## src/rtl/ctrl_pkg.sv

```systemverilog
// Shared encodings for the ID-stage sequencing controller: opcodes, functs,
// PC-source select, FSM states, trap causes and the ID/EX control bundle.
package ctrl_pkg;

  localparam logic [5:0] OP_RTYPE  = 6'h00;
  localparam logic [5:0] OP_REGIMM = 6'h01;
  localparam logic [5:0] OP_J      = 6'h02;
  localparam logic [5:0] OP_JAL    = 6'h03;
  localparam logic [5:0] OP_BEQ    = 6'h04;
  localparam logic [5:0] OP_BNE    = 6'h05;
  localparam logic [5:0] OP_BLEZ   = 6'h06;
  localparam logic [5:0] OP_BGTZ   = 6'h07;
  localparam logic [5:0] OP_ADDI   = 6'h08;
  localparam logic [5:0] OP_ADDIU  = 6'h09;
  localparam logic [5:0] OP_SLTI   = 6'h0a;
  localparam logic [5:0] OP_SLTIU  = 6'h0b;
  localparam logic [5:0] OP_ANDI   = 6'h0c;
  localparam logic [5:0] OP_LUI    = 6'h0f;
  localparam logic [5:0] OP_COP0   = 6'h10;
  localparam logic [5:0] OP_LW     = 6'h23;
  localparam logic [5:0] OP_SW     = 6'h2b;

  localparam logic [5:0] F_SLL  = 6'h00;
  localparam logic [5:0] F_SRL  = 6'h02;
  localparam logic [5:0] F_SRA  = 6'h03;
  localparam logic [5:0] F_JR   = 6'h08;
  localparam logic [5:0] F_JALR = 6'h09;
  localparam logic [5:0] F_ERET = 6'h18;
  localparam logic [5:0] F_ADD  = 6'h20;
  localparam logic [5:0] F_ADDU = 6'h21;
  localparam logic [5:0] F_SUB  = 6'h22;
  localparam logic [5:0] F_SUBU = 6'h23;
  localparam logic [5:0] F_AND  = 6'h24;
  localparam logic [5:0] F_OR   = 6'h25;
  localparam logic [5:0] F_XOR  = 6'h26;
  localparam logic [5:0] F_NOR  = 6'h27;
  localparam logic [5:0] F_SLT  = 6'h2a;
  localparam logic [5:0] F_SLTU = 6'h2b;

  localparam logic [2:0] PC_SEQ = 3'd0;
  localparam logic [2:0] PC_BR  = 3'd1;
  localparam logic [2:0] PC_J   = 3'd2;
  localparam logic [2:0] PC_JR  = 3'd3;
  localparam logic [2:0] PC_EXC = 3'd4;
  localparam logic [2:0] PC_EPC = 3'd5;

  typedef enum logic [1:0] {ST_RUN, ST_TRAP, ST_KERNEL} state_t;

  // IRQ causes are the line index; illegal instruction uses NUM_IRQ (at most 8).
  localparam logic [3:0] CAUSE_NONE = 4'h0;
  localparam logic [3:0] CAUSE_MAX  = 4'h8;

  localparam logic [3:0] ALU_ADD  = 4'd0;
  localparam logic [3:0] ALU_SUB  = 4'd1;
  localparam logic [3:0] ALU_AND  = 4'd2;
  localparam logic [3:0] ALU_OR   = 4'd3;
  localparam logic [3:0] ALU_XOR  = 4'd4;
  localparam logic [3:0] ALU_NOR  = 4'd5;
  localparam logic [3:0] ALU_SLT  = 4'd6;
  localparam logic [3:0] ALU_SLTU = 4'd7;
  localparam logic [3:0] ALU_SLL  = 4'd8;
  localparam logic [3:0] ALU_SRL  = 4'd9;
  localparam logic [3:0] ALU_SRA  = 4'd10;
  localparam logic [3:0] ALU_LUI  = 4'd11;

  localparam logic [1:0] DST_RT = 2'd0;
  localparam logic [1:0] DST_RD = 2'd1;
  localparam logic [1:0] DST_RA = 2'd2;
  localparam logic [1:0] DST_K0 = 2'd3;

  localparam logic [1:0] WB_ALU  = 2'd0;
  localparam logic [1:0] WB_MEM  = 2'd1;
  localparam logic [1:0] WB_LINK = 2'd2;
  localparam logic [1:0] WB_PC   = 2'd3;

  typedef struct packed {
    logic       regwrite;
    logic       memread;
    logic       memwrite;
    logic       alusrc1;
    logic       alusrc2;
    logic       extop;
    logic       luiop;
    logic [1:0] regdst;
    logic [1:0] memtoreg;
    logic [3:0] aluop;
  } ex_ctl_t;

endpackage

```

## src/rtl/irq_prio_enc.sv

```systemverilog
// Lowest-index-wins priority encoder over the enabled interrupt lines.
module irq_prio_enc
  import ctrl_pkg::*;
#(
  parameter int NUM_IRQ = 4
) (
  input  logic [NUM_IRQ-1:0] req,
  output logic               vld,
  output logic [3:0]         idx
);

  always_comb begin
    vld = |req;
    idx = CAUSE_NONE;
    for (int i = NUM_IRQ - 1; i >= 0; i--) begin
      if (req[i]) idx = 4'(i);
    end
  end

endmodule

```

## src/rtl/ctrl_seq.sv

```systemverilog
// ID-stage controller: decode, branch resolution, trap/ERET sequencing,
// redirect flush counter and the ID/EX control register.
module ctrl_seq
  import ctrl_pkg::*;
#(
  parameter int                 DATA_W       = 32,
  parameter int                 NUM_IRQ      = 4,
  parameter int                 FLUSH_CYCLES = 1,
  parameter logic [DATA_W-1:0]  EXC_VEC      = 32'h80000004
) (
  input  logic               clk,
  input  logic               reset,
  input  logic               id_valid,
  input  logic [31:0]        id_inst,
  input  logic [DATA_W-1:0]  id_pc,
  input  logic [DATA_W-1:0]  rs_val,
  input  logic [DATA_W-1:0]  rt_val,
  input  logic [NUM_IRQ-1:0] irq,
  input  logic [NUM_IRQ-1:0] irq_mask,
  output logic [2:0]         pc_src,
  output logic               redirect,
  output logic               flush,
  output logic               ex_regwrite,
  output logic               ex_memread,
  output logic               ex_memwrite,
  output logic               ex_alusrc1,
  output logic               ex_alusrc2,
  output logic               ex_extop,
  output logic               ex_luiop,
  output logic [1:0]         ex_regdst,
  output logic [1:0]         ex_memtoreg,
  output logic [3:0]         ex_aluop,
  output logic               kernel,
  output logic [DATA_W-1:0]  epc,
  output logic [3:0]         cause
);

  if (NUM_IRQ < 1 || NUM_IRQ > 8) begin : g_bad_irq
    $error("ctrl_seq: NUM_IRQ must be 1..8");
  end
  if (FLUSH_CYCLES < 1 || FLUSH_CYCLES > 3) begin : g_bad_flush
    $error("ctrl_seq: FLUSH_CYCLES must be 1..3");
  end
  if (EXC_VEC[1:0] != 2'b00) begin : g_bad_vec
    $error("ctrl_seq: EXC_VEC must be word aligned");
  end

  localparam logic [3:0] CAUSE_ILL = 4'(NUM_IRQ);

  function automatic logic [1:0] sat_dec(input logic [1:0] v);
    return (v == 2'd0) ? 2'd0 : v - 2'd1;
  endfunction

  state_t      state, state_n;
  logic [1:0]  flush_cnt;
  ex_ctl_t     ctl_p0, ctl_n, ctl_p1;
  logic        illegal, is_br, is_j, is_jr, is_eret, taken;
  logic        accept, trap_ill, trap_irq, irq_vld;
  logic [3:0]  irq_idx;
  logic [5:0]  op, funct;

  assign op    = id_inst[31:26];
  assign funct = id_inst[5:0];
  assign flush = (flush_cnt != 2'd0);

  irq_prio_enc #(.NUM_IRQ(NUM_IRQ)) u_prio (
    .req (irq & irq_mask),
    .vld (irq_vld),
    .idx (irq_idx)
  );

  // Stage p0: combinational decode of the ID instruction
  always_comb begin
    ctl_p0  = '0;
    illegal = 1'b0;
    is_br   = 1'b0;
    is_j    = 1'b0;
    is_jr   = 1'b0;
    is_eret = 1'b0;
    case (op)
      OP_RTYPE: begin
        ctl_p0.regwrite = 1'b1;
        ctl_p0.regdst   = DST_RD;
        case (funct)
          F_SLL:          begin ctl_p0.alusrc1 = 1'b1; ctl_p0.aluop = ALU_SLL; end
          F_SRL:          begin ctl_p0.alusrc1 = 1'b1; ctl_p0.aluop = ALU_SRL; end
          F_SRA:          begin ctl_p0.alusrc1 = 1'b1; ctl_p0.aluop = ALU_SRA; end
          F_JR:           begin ctl_p0.regwrite = 1'b0; is_jr = 1'b1; end
          F_JALR:         begin ctl_p0.memtoreg = WB_LINK; is_jr = 1'b1; end
          F_ADD, F_ADDU:  ctl_p0.aluop = ALU_ADD;
          F_SUB, F_SUBU:  ctl_p0.aluop = ALU_SUB;
          F_AND:          ctl_p0.aluop = ALU_AND;
          F_OR:           ctl_p0.aluop = ALU_OR;
          F_XOR:          ctl_p0.aluop = ALU_XOR;
          F_NOR:          ctl_p0.aluop = ALU_NOR;
          F_SLT:          ctl_p0.aluop = ALU_SLT;
          F_SLTU:         ctl_p0.aluop = ALU_SLTU;
          default:        illegal = 1'b1;
        endcase
        // The canonical nop is sll $0,$0,0 and must not write
        if (id_inst == 32'h0) ctl_p0.regwrite = 1'b0;
      end
      OP_REGIMM, OP_BEQ, OP_BNE, OP_BLEZ, OP_BGTZ: is_br = 1'b1;
      OP_J:   is_j = 1'b1;
      OP_JAL: begin
        is_j = 1'b1;
        ctl_p0.regwrite = 1'b1;
        ctl_p0.regdst   = DST_RA;
        ctl_p0.memtoreg = WB_LINK;
      end
      OP_ADDI, OP_ADDIU, OP_SLTI, OP_SLTIU, OP_ANDI: begin
        ctl_p0.regwrite = 1'b1;
        ctl_p0.alusrc2  = 1'b1;
        ctl_p0.extop    = (op != OP_ANDI);
        ctl_p0.aluop    = (op == OP_SLTI)  ? ALU_SLT  :
                          (op == OP_SLTIU) ? ALU_SLTU :
                          (op == OP_ANDI)  ? ALU_AND  : ALU_ADD;
      end
      OP_LUI: begin
        ctl_p0.regwrite = 1'b1;
        ctl_p0.alusrc2  = 1'b1;
        ctl_p0.luiop    = 1'b1;
        ctl_p0.aluop    = ALU_LUI;
      end
      OP_LW: begin
        ctl_p0.regwrite = 1'b1;
        ctl_p0.memread  = 1'b1;
        ctl_p0.alusrc2  = 1'b1;
        ctl_p0.extop    = 1'b1;
        ctl_p0.memtoreg = WB_MEM;
      end
      OP_SW: begin
        ctl_p0.memwrite = 1'b1;
        ctl_p0.alusrc2  = 1'b1;
        ctl_p0.extop    = 1'b1;
      end
      OP_COP0: begin
        if (funct == F_ERET) is_eret = 1'b1;
        else                 illegal = 1'b1;
      end
      default: illegal = 1'b1;
    endcase
  end

  always_comb begin
    case (op)
      OP_BEQ:    taken = (rs_val == rt_val);
      OP_BNE:    taken = (rs_val != rt_val);
      OP_BLEZ:   taken = rs_val[DATA_W-1] || (rs_val == '0);
      OP_BGTZ:   taken = !rs_val[DATA_W-1] && (rs_val != '0);
      OP_REGIMM: taken = id_inst[16] ? !rs_val[DATA_W-1] : rs_val[DATA_W-1];
      default:   taken = 1'b0;
    endcase
  end

  assign accept = !reset && id_valid && !flush &&
                  (state == ST_RUN || state == ST_KERNEL);

  // Sequencing: trap/ERET decisions, PC select and next EX controls
  always_comb begin
    state_n  = state;
    pc_src   = PC_SEQ;
    ctl_n    = '0;
    trap_ill = 1'b0;
    trap_irq = 1'b0;
    if (!reset) begin
      if (state == ST_TRAP) begin
        state_n        = ST_KERNEL;
        pc_src         = PC_EXC;
        ctl_n.regwrite = 1'b1;
        ctl_n.regdst   = DST_K0;
        ctl_n.memtoreg = WB_PC;
      end else if (accept) begin
        if (state == ST_RUN && (illegal || is_eret)) begin
          trap_ill = 1'b1;
          state_n  = ST_TRAP;
        end else if (state == ST_RUN && irq_vld) begin
          trap_irq = 1'b1;
          state_n  = ST_TRAP;
        end else if (!illegal) begin
          ctl_n = ctl_p0;
          if (is_eret) begin
            pc_src  = PC_EPC;
            state_n = ST_RUN;
          end else if (is_jr)          pc_src = PC_JR;
          else if (is_j)               pc_src = PC_J;
          else if (is_br && taken)     pc_src = PC_BR;
        end
      end
    end
  end

  assign redirect = (pc_src != PC_SEQ);
  assign kernel   = (state == ST_KERNEL);

  always_ff @(posedge clk) begin
    if (reset) state <= ST_RUN;
    else       state <= state_n;
  end

  always_ff @(posedge clk) begin
    if (reset)         flush_cnt <= 2'd0;
    else if (redirect) flush_cnt <= 2'(FLUSH_CYCLES);
    else               flush_cnt <= sat_dec(flush_cnt);
  end

  always_ff @(posedge clk) begin
    if (reset) begin
      epc   <= '0;
      cause <= CAUSE_NONE;
    end else if (trap_ill) begin
      epc   <= id_pc + DATA_W'(4);
      cause <= CAUSE_ILL;
    end else if (trap_irq) begin
      epc   <= id_pc;
      cause <= irq_idx;
    end
  end

  // Stage p1: ID/EX control register
  always_ff @(posedge clk) begin
    if (reset) ctl_p1 <= '0;
    else       ctl_p1 <= ctl_n;
  end

  assign ex_regwrite = ctl_p1.regwrite;
  assign ex_memread  = ctl_p1.memread;
  assign ex_memwrite = ctl_p1.memwrite;
  assign ex_alusrc1  = ctl_p1.alusrc1;
  assign ex_alusrc2  = ctl_p1.alusrc2;
  assign ex_extop    = ctl_p1.extop;
  assign ex_luiop    = ctl_p1.luiop;
  assign ex_regdst   = ctl_p1.regdst;
  assign ex_memtoreg = ctl_p1.memtoreg;
  assign ex_aluop    = ctl_p1.aluop;

endmodule

```

## config.mk

```make
export PLATFORM = sky130hd
export DESIGN_NAME = ctrl_seq
export DESIGN_NICKNAME = d
export VERILOG_FILES = /design/src/rtl/ctrl_pkg.sv /design/src/rtl/irq_prio_enc.sv /design/src/rtl/ctrl_seq.sv
export SDC_FILE = /design/constraint.sdc
export NUM_CORES = 1
export LEC_CHECK = 0
export ABC_AREA = 1
export BUFFER_PORTS_ARGS = -buffer_cell sky130_fd_sc_hd__buf_2
export CAP_MARGIN = 20
export CORE_ASPECT_RATIO = 1.1
export CORE_UTILIZATION = 52
export CTS_CLUSTER_DIAMETER = 150
export DETAILED_ROUTE_END_ITERATION = 6
export HOLD_SLACK_MARGIN = 0.12
export PLACE_DENSITY = 0.95
export RECOVER_POWER = 25
export SYNTH_ARGS = -nofsm -noshare
export SYNTH_HDL_FRONTEND = slang
export SYNTH_SLANG_ARGS = --single-unit
```

## constraint.sdc

```tcl
create_clock -name clk -period 3.1 [get_ports clk]
set_clock_uncertainty 0.1 [all_clocks]
set_input_delay 0.31 -clock clk [delete_from_list [all_inputs] [get_ports clk]]
set_output_delay 0.31 -clock clk [all_outputs]
set_load 0.05 [all_outputs]
```

==> results by stage <==
Outcome:
- The run finished with clean final reports.

Global routing:
- The number of antenna violations at the first check in global routing is 0.
- The total routing resource utilization after global routing is 29.15%.
- The via count of the first global-routing pass is roughly 4800.
- The largest net degree at the start of global routing is 36.
- The global-route congestion overflow total is 0.
- The wire length of the first global-routing pass is roughly 21000 um.

Power:
- Combinational logic burns 36.9% of the power.
- The internal power of the cells totals roughly 1.3 mW.
- The leakage power figure is approximately 2.9 nW.
- The switching power as a share of total power is about two fifths.
- The total power after layout is ~2.1 mW.
- The switching power total is around 0.83 mW.
- The cell area power density is 391.3 mW/mm^2.
- The share of total power dissipated in the clock network is around a quarter.
- The share of total power dissipated in sequential elements is between 30% and 40%.
- IR analysis of the VDD net gives a maximum drop of 0.3021 mV.

Worst setup path:
- Data on the critical path arrives at its endpoint at approximately 2.2 ns.
- The critical path's largest stage delay is approximately 0.41 ns.
- The largest individual stage delay along the critical path comes from the cell sky130_fd_sc_hd__o21ai_0.
- The critical path goes through nor2_1 -> o21ai_0 -> inv_1 -> a21oi_1 -> nand2_1 -> nand2_1 -> inv_1 -> nand2_1 -> buf_2.
- Along the worst path, the maximum fanout reaches 5.
- The worst setup path is captured at an output pin.
- The type of the setup path with the least slack is reg2out.
- Among cell families on the critical path, the largest total delay comes from simple AND/OR/NAND/NOR gates.
- The worst endpoint required time is approximately 2.7 ns.
- The count of cell instances traversed by the critical path is 9.
- The endpoint of the lowest-slack register-to-register path is epc[2]$_SDFFE_PP0P_.
- The critical path capture point is redirect.
- The worst reg2reg path depth is 7.
- The critical path buffer and inverter count is 3.
- For flop-to-flop paths, the worst setup slack is roughly 0.68 ns.
- The worst setup path is launched from a flop.
- The worst reg2reg path startpoint is state[1]$_SDFFE_PP0P_.
- Counting stages on the worst path, the most repeated cell is sky130_fd_sc_hd__nand2_1.
- The most critical setup path has its startpoint at state[1]$_SDFFE_PP0P_.

STA:
- The setup TNS is 0 ns.
- Setup repair after global routing left no endpoint under its margin.
- The relative slew slack is between 50% and 60%.
- After layout, the worst path uses a little over four fifths of the clock period.
- The number of hold violations in the final report is 0.
- For the pin with the worst max-slew slack, the measured transition is around 0.73 ns.
- The worst hold-check slack is 0.1309 ns.
- The count of pins over their slew limit is 0.
- Setup violations remaining at the end of the flow were counted as 0.
- Static timing analysis puts the maximum clock frequency at 380.0 MHz.
- The worst path in the final design needs a cycle of 2.632 ns, including I/O delays and setup.

Floorplan:
- Measured along the y axis, the die boundary spans between 90 and 100 um.
- The count of standard-cell rows is 34.
- During I/O placement, the number of pins put on the boundary was between 150 and 200.
- The core footprint is around 0.0080 sq mm.
- For this configuration, the core starts out at a cell density of between 50 and 60%.
- In this run the horizontal extent of the chip is roughly 89 um.
- The floorplan step defined a die boundary enclosing between 0.008 and 0.009 sq mm.

Logic synthesis:
- Counting flops with an async set or reset pin after synthesis yields a share of 0%.
- Each instance of the synthesized netlist takes up on average ~6 sq um.
- After synthesis the netlist holds a flip-flop and latch count of between 50 and 60.
- The instance count of the mapped netlist is about 740.
- The number of flops mapped to enable cells by yosys is 0.
- The number of warnings printed during yosys synthesis is 0.
- The number of nets in the synthesized netlist is about 890.
- The post-synthesis sequential area ratio is between 20% and 30%.
- The mapped netlist covers around 0.0044 sq mm.
- The number of distinct standard cells referenced by the synthesized netlist is 41.
- For this run, the leading register cell type out of synthesis is sky130_fd_sc_hd__dfxtp_1.

Detailed routing:
- In the final routed layout, each cell accounts on average for between 10 and 15 um.
- The via count is around 5300.
- The count of routing violations after the opening detailed-route iteration is 251.
- The DRC violation count after routing is 0.
- The first detailed-routing pass ran for 5 iterations.
- After detailed routing, the number of vias per cell comes to around 5.1.
- The remaining antenna violation count after routing is 0.
- The sum of routed wire length over all layers is between 10000 and 15000 um.

CTS:
- The number of buffers inserted to repair setup after CTS is 0.
- The depth of the CTS H-tree is 2.
- The number of sinks handled by clock tree synthesis is between 50 and 60.
- The clock reaches the later pin of the worst-skew pair after 0.31 ns.
- The clock-pin slew on the worst setup and hold paths is around 0.090 ns.
- TritonCTS built the clock tree.
- The number of hold buffers added after cts is 0.
- The tree is rooted in a sky130_fd_sc_hd__clkbuf_8.
- The maximum clock path buffer count is 2.
- Counting the buffers created by CTS gives 5.
- The total of cells resized after clock tree synthesis is 0.

Placement:
- The total of buffers placed on input and output ports is 194.
- At the end of routability-driven placement, the weighted congestion stood at 0.9767.
- The total instance count after detailed placement is around 1000.
- The HPWL after detailed placement is ~10000 um.

Cells and area:
- In the layout the commonest cells are sky130_fd_sc_hd__nand2_1, sky130_fd_sc_hd__buf_2, sky130_fd_sc_hd__nor2_1.
- The fraction of final layout cells with drive strength greater than 1 is a little under a quarter.
- The most common library cell in the layout ignoring fill and taps is sky130_fd_sc_hd__nand2_1.
- The finished layout holds around 1000 standard cells, fillers aside.
- The post-route core utilization is between 60% and 70%.
- From synthesis to final layout, the design area changed by 24.84%.
- The net count of the finished layout is around 1100.
- 0 antenna diodes ended up in the layout.

Hold path:
- The worst hold path was traced through 3 stages.
- The worst hold path belongs to the class in2reg.

Flow run:
- The count of max-cap constraint violations is 0.
state kept, by name, indices dropped and copies added (netlist names):
name / cells
ex_luiop: 1
ex_extop: 1
epc: 32
ex_regwrite: 1
ex_alusrc2: 1
ex_memread: 1
ex_memwrite: 1
cause: 3
state: 2
flush_cnt: 2
ex_alusrc1: 1
ex_aluop: 4
ex_memtoreg: 2
ex_regdst: 2
worst register-to-register path: cells and delay by family (launching register included):
family                 cells  cell delay, ns
buffers and inverters      1            0.37
DFF                        1            0.35
and+or+nand+nor            3            0.84
AOI/OAI and AO/OA          3            0.69
metrics by stage:
| stage | setup slack (ns) | cell area, sq um |
|---|---|---|
| floorplan | 0.9077 | 4373 |
| global placement | 0.5673 | 5355 |
| detailed placement | 0.5231 | 5355 |
| CTS | 0.4346 | 5493 |
| global route | 0.2562 | 5459 |
| finish | 0.4683 | 5459 |
routing by layer:
| layer | vias to the layer above | GRT usage [%] | routed length, um |
|---|---|---|---|
| li1 | 2717 | - | - |
| met1 | 2322 | 37.50 | 5424 |
| met2 | 212 | 48.33 | 5872 |
| met3 | 40 | 4.649 | 801 |
| met4 | 0 | 10.87 | 360 |
| met5 | - | 0 | 0 |
worst min path at each step:
stage,from,end,slack (ns)
2_1_floorplan,id_pc[19],epc[19]$_SDFFE_PP0P_,0.35
3_3_place_gp,cause[2]$_SDFFE_PP0P_,cause[2]$_SDFFE_PP0P_,0.35
3_5_place_dp,cause[2]$_SDFFE_PP0P_,cause[2]$_SDFFE_PP0P_,0.36
4_1_cts,id_pc[1],epc[1]$_SDFFE_PP0P_,0.13
5_1_grt,id_pc[1],epc[1]$_SDFFE_PP0P_,0.15
6_report,id_pc[1],epc[1]$_SDFFE_PP0P_,0.13
synthesized netlist by cell type (4+ instances only):
| master | number | share of area, % |
|---|---|---|
| sky130_fd_sc_hd__inv_2 | 6 | 0.51 |
| sky130_fd_sc_hd__nor3_1 | 24 | 2.7 |
| sky130_fd_sc_hd__dfxtp_1 | 54 | 25 |
| sky130_fd_sc_hd__o21ai_0 | 14 | 1.6 |
| sky130_fd_sc_hd__inv_1 | 98 | 8.4 |
| sky130_fd_sc_hd__a21oi_1 | 20 | 2.3 |
| sky130_fd_sc_hd__nor2_2 | 8 | 1.1 |
| sky130_fd_sc_hd__xor2_1 | 15 | 3.0 |
| sky130_fd_sc_hd__nand2_4 | 5 | 1.3 |
| sky130_fd_sc_hd__nand3_1 | 35 | 4.0 |
| sky130_fd_sc_hd__xnor2_1 | 19 | 3.8 |
| sky130_fd_sc_hd__o21ai_1 | 34 | 3.9 |
| sky130_fd_sc_hd__nor2_1 | 126 | 11 |
| sky130_fd_sc_hd__clkbuf_1 | 4 | 0.34 |
| sky130_fd_sc_hd__nand4_1 | 16 | 2.3 |
| sky130_fd_sc_hd__nor4_1 | 11 | 1.6 |
| sky130_fd_sc_hd__buf_6 | 7 | 1.8 |
| sky130_fd_sc_hd__nand2_1 | 212 | 18 |
final cells by class:
cell class	instances	area (sq um)
Clock buffer	5	68.82
Clock inverter	3	68.82
Fill cell	777	2581
Inverter	106	402.9
Multi-Input combinational cell	567	2758
Sequential cell	54	1081
Tap cell	108	135.1
Timing Repair Buffer	195	944.7
cells by family (layout without fill, tap and decap cells):
group	count (synthesis)	count (layout)	share of synthesized area (%)
AO/OA/AOI/OAI	78	78	9.614
XOR/XNOR	34	34	6.810
adder cells (fa/ha/maj)	3	3	0.8585
buffers and inverters	123	309	12.22
flip-flops	54	54	24.72
other	1	1	0.08575
AND/OR/NAND/NOR	451	451	45.69
power groups by stage:
stage	clock, mW	combinational (mW)	sequential, mW
global route	0.601	0.865	0.793
detailed placement	0	0.791	0.799
floorplan	0	0.376	0.988
global placement	0	0.776	0.797
CTS	0.565	0.795	0.784
finish	0.563	0.789	0.784
No activity file was read; power rests on OpenSTA's default activity.
